File: config.mk
export PLATFORM = sky130hd
export DESIGN_NAME = johnson_counter_16
export DESIGN_NICKNAME = d
export VERILOG_FILES = /design/src/rtl/johnson_counter_16.sv
export SDC_FILE = /design/constraint.sdc
export NUM_CORES = 1
export LEC_CHECK = 0
export BUFFER_PORTS_ARGS = -buffer_cell sky130_fd_sc_hd__buf_2
export CAP_MARGIN = 20
export CORE_MARGIN = 2
export CORE_UTILIZATION = 55
export CTS_CLUSTER_SIZE = 8
export DETAILED_ROUTE_END_ITERATION = 10
export GPL_ROUTABILITY_DRIVEN = 1
export PLACE_DENSITY = 0.84
export SLEW_MARGIN = 5
export SYNTH_ARGS = -nofsm -noshare
export SYNTH_HDL_FRONTEND = slang
export SYNTH_SLANG_ARGS = --single-unit
File: constraint.sdc
create_clock -name clk -period 14.6 [get_ports clk]
set_clock_uncertainty 0.15 [all_clocks]
set_input_delay 2.19 -clock clk [delete_from_list [all_inputs] [get_ports clk]]
set_output_delay 2.19 -clock clk [all_outputs]
set_load 0.03 [all_outputs]
File: src/rtl/johnson_counter_16.sv
// 16-bit Johnson (twisted-ring) counter with 32 states.
// Outputs:
//   out     - the ring register
//   phase   - binary phase index decoded from the ring
//   wrap    - registered pulse on the normal 31 -> 0 wrap
//   illegal - flags any ring value outside the 32-state sequence
// An illegal ring value is replaced by all-zeros on the next edge, so the
// counter recovers in one cycle.
module johnson_counter_16 #(
    parameter int WIDTH   = 16,
    parameter int PHASE_W = 5
) (
    input  logic               clk,
    input  logic               reset,
    output logic [WIDTH-1:0]   out,
    output logic [PHASE_W-1:0] phase,
    output logic               wrap,
    output logic               illegal
);

    // Last state of the sequence (MSB set, rest clear); the next state wraps to zero.
    localparam logic [WIDTH-1:0] LAST_STATE = {1'b1, {(WIDTH-1){1'b0}}};

    logic [WIDTH-2:0]   adj_diff;
    logic [PHASE_W-1:0] diff_cnt;
    logic [PHASE_W-1:0] ones_cnt;
    logic [PHASE_W-1:0] zeros_cnt;
    logic [WIDTH-1:0]   out_next;
    logic               wrap_next;

    // A legal Johnson state has at most one place where neighbouring bits differ.
    assign adj_diff = out[WIDTH-2:0] ^ out[WIDTH-1:1];

    // Count adjacent-bit transitions, ones and zeros of the ring value.
    always_comb begin
        diff_cnt  = '0;
        ones_cnt  = '0;
        zeros_cnt = '0;
        for (int i = 0; i < WIDTH - 1; i++) begin
            diff_cnt = diff_cnt + PHASE_W'(adj_diff[i]);
        end
        for (int i = 0; i < WIDTH; i++) begin
            ones_cnt  = ones_cnt + PHASE_W'(out[i]);
            zeros_cnt = zeros_cnt + PHASE_W'(~out[i]);
        end
    end

    // Legality flag and phase decode. The filling half (MSB clear) is indexed
    // by the number of ones; the draining half continues from WIDTH by the
    // number of zeros. Illegal values decode to phase 0.
    always_comb begin
        illegal = (diff_cnt > PHASE_W'(1));
        phase   = '0;
        if (!illegal) begin
            if (!out[WIDTH-1]) begin
                phase = ones_cnt;
            end else begin
                phase = PHASE_W'(WIDTH) + zeros_cnt;
            end
        end
    end

    // Next ring value: twisted shift, or all-zeros to recover from an illegal value.
    always_comb begin
        out_next  = {out[WIDTH-2:0], ~out[WIDTH-1]};
        wrap_next = (out == LAST_STATE);
        if (illegal) begin
            out_next = '0;
        end
    end

    // Ring and wrap registers; asynchronous active-low clear.
    always_ff @(posedge clk or negedge reset) begin
        if (!reset) begin
            out  <= '0;
            wrap <= 1'b0;
        end else begin
            out  <= out_next;
            wrap <= wrap_next;
        end
    end

endmodule

==> results.yml <==
status:
  status: "finished clean"
timing:
  hold_violations: 0
  setup_viol: 0
  slew_headroom_pct: 74.4
  clock.fmax_mhz: 139
  fin_crit_sh_pct: 49.2
  rsz0062_at_grt: "no"
  tightest_slew_ps: 383
  maxSlewViolCount: 0
  setup_ws_ps: 7410
  fin_setup_tns_ps: 0
  fin_crit_ps: 7190
power:
  switchingPower_mw: 0.0159
  clock_power_share_pct: 34.5
  power.internal_mw: 0.0574
  p_total_mw: 0.0733
  comb_power_share_pct: 1.3
  switching_share_pct: 21.7
  ir_worst_vdd_mv: 0.0590
  p_leak_nw: 1.09
  p_per_area_nw_per_um2: 37.0
  seq_power_share_pct: 64.2
floorplanning:
  die_x_um: 61.1
  initial_core_util_pct: 58.3
  die_h_um: 61.1
  ios: 25
  design.core.area_um2: 3080
  die-area_um2: 3730
  rows: 20
logic_synthesis:
  synth_top_area_share_pct: 30.1
  synth_mux_area_share_pct: 0.558
  synth_compound_area_share_pct: 5.37
  synth_cells: 178
  yosysUniqueCellTypes: 26
  synth_top_cell_by_area: "fa_1"
  synth-seq-cells: 17
  yosysSeqAreaShare_pct: 23.7
  synthSimpleGateAreaFrac_pct: 9.49
  yosysWarnings: 0
  synthTopCellsByArea: "fa_1, dfrtp_1, ha_1"
  synth_top_family_by_area: "adder cells"
  synth_fa_ha_area_share_pct: 44.8
  syn_nets: 228
  synth_area_per_cell_um2: 10.1
  synth-xor-area-share_pct: 4.40
  synth_area_um2: 1790
worst_setup_path:
  r2r-end: "out[1]"
  start_kind: "register"
  cp_max_fo: 22
  r2r_start: "out[6]"
  path_class: "register to output pin"
  worstPathRequired_ps: 12260
  end_kind: "output pin"
  rrSetupSlack_ps: 10200
  ff2ff_path_depth: 13
  cp_data_arrival_time_ps: 4850
placed_design:
  io_buffers: 24
  hpwl_mm: 2.88
  gp_congestion: 0.863
  dpl_worst_slack_ps: 7730
detailed_routing:
  dr.first_iter.drc_count: 39
  avgRoutedWirePerCell_um: 13.1
  wl_met1_mm: 1.44
  highest-signal-layer: "met4"
  met3_length_um: 136
  route.detailed.drc: 0
  first_pass_iters: 4
  routed_wl_mm: 3.24
  viasPerCell: 4.94
  vias: 1224
  wl_met2_mm: 1.63
  drtAntennaViolNets: 0
clock_tree:
  hold_buffers: 0
  cts_buffers: 3
  cts_setup_buffers: 0
  cts_tree: "yes"
  worstSkewPairLatency_ps: 300
  cts.htree.levels: 1
  cts_sinks: 17
  cts.path.max_buffers: 2
  clk_pin_slew_worst_paths_ps: 90
  clockRootBuffer: "clkbuf_4"
  cts_resized: 0
global_routing:
  grt.overflow.total: 0
  grt_max_degree: 23
  grt_pass1_vias: 1255
  grt_antenna_before_repair: 0
  track_usage_pct: 21.4
  grt_pass1_wl_mm: 5.66
finish:
  final_common_cell: "inv_1"
  syn2layout_area_growth_pct: 10.5
  layout.cells.most_common_list: "inv_1, fa_1, buf_2, nor2_1, ha_1"
  diodes: 0
  nets: 255
  drive_gt1_share_pct: 17.2
  fillers: 259
worst_hold_path:
  holdCritPathClass: "register to register"
  holdPathStages: 2
  min_from: "out[5]"
  hold-path-endpoint: "out[6]"
run:
  maxCapViolCount: 0
==> power by group through the flow <==
stage | clock, mW | sequential (mW) | combinational [mW]
2_1_floorplan | 0 | 0.0480 | 0.000000844
3_3_place_gp | 0 | 0.0480 | 0.000999
3_5_place_dp | 0 | 0.0480 | 0.00103
4_1_cts | 0.0261 | 0.0470 | 0.00103
5_1_grt | 0.0286 | 0.0471 | 0.00119
6_report | 0.0253 | 0.0470 | 0.000979
==> how the worst max path moves through the flow <==
stage                start  slack (ps)        to  cells past startpoint
finish              out[6]        7410  phase[3]                     14
global route        out[6]        7090  phase[3]                     14
CTS                 out[6]        7380  phase[3]                     14
detailed placement  out[6]        7730  phase[3]                     14
global placement    out[6]        7840  phase[3]                     14
floorplan           out[6]        7580  phase[1]                     12
==> area by class of cell <==
cell class	count	area (um2)	share of cell area, %
Clock buffer	3	22.5	1.14
Clock inverter	1	5.00	0.253
Inverter	50	188	9.47
Multi-Input combinational cell	108	1160	58.5
Sequential cell	17	425	21.5
Tap cell	44	55.1	2.78
Timing Repair Buffer	25	128	6.44
==> synthesized netlist by cell type <==
master / number
nor2b_1: 2
and2b_2: 1
fa_1: 27
ha_1: 21
dfrtp_1: 17
a211oi_1: 1
nand2_1: 3
a21oi_2: 1
a21oi_1: 5
xnor2_1: 1
o21ai_2: 1
buf_6: 1
nand4_1: 2
nor3_1: 2
a21o_1: 1
xor2_1: 8
inv_1: 50
mux2i_1: 1
buf_2: 2
a211oi_2: 2
nand3_1: 2
nor2_1: 23
o21ai_0: 1
nand2b_1: 1
a31o_1: 1
nor4_2: 1
==> through the flow <==
stage          util (%)  hold slack (ps)  cells  instance area, um2
2_1_floorplan         -              580    178                1790
3_3_place_gp       63.5              433    244                1950
3_5_place_dp       63.5              444    244                1950
4_1_cts            64.4              468    248                1980
5_1_grt            64.4              504    248                1980
6_report           64.4              467    248                1980
==> cell families (layout without fill, tap and decap cells) <==
logic type               Yosys count  in the layout
AO/OA/AOI/OAI                     13             13
flip-flops                        17             17
adder cells (fa/ha/maj)           48             48
AND/OR/NAND/NOR                   37             37
buffers and inverters             53             79
multiplexers                       1              1
XOR/XNOR                           9              9
==> state kept, by name (all words and copies together), names as in the netlist <==
register	flops
out	16
wrap	1
==> critical path, stage by stage, from the launching register on <==
cell and delay (ps):
dfrtp_1 410, xor2_1 190, fa_1 560, fa_1 450
fa_1 540, inv_1 50, fa_1 500, fa_1 430
inv_1 110, fa_1 410, nor2_1 120, o21ai_2 60
buf_4 210, nor4_2 260, buf_2 230
==> metal layers <==
metal	global-route usage, %	up-vias
li1	-	589
met4	4.97	0
met2	34.7	28
met1	29.9	603
met5	0	-
met3	4.62	4
Power figures use the tool's default switching activity.
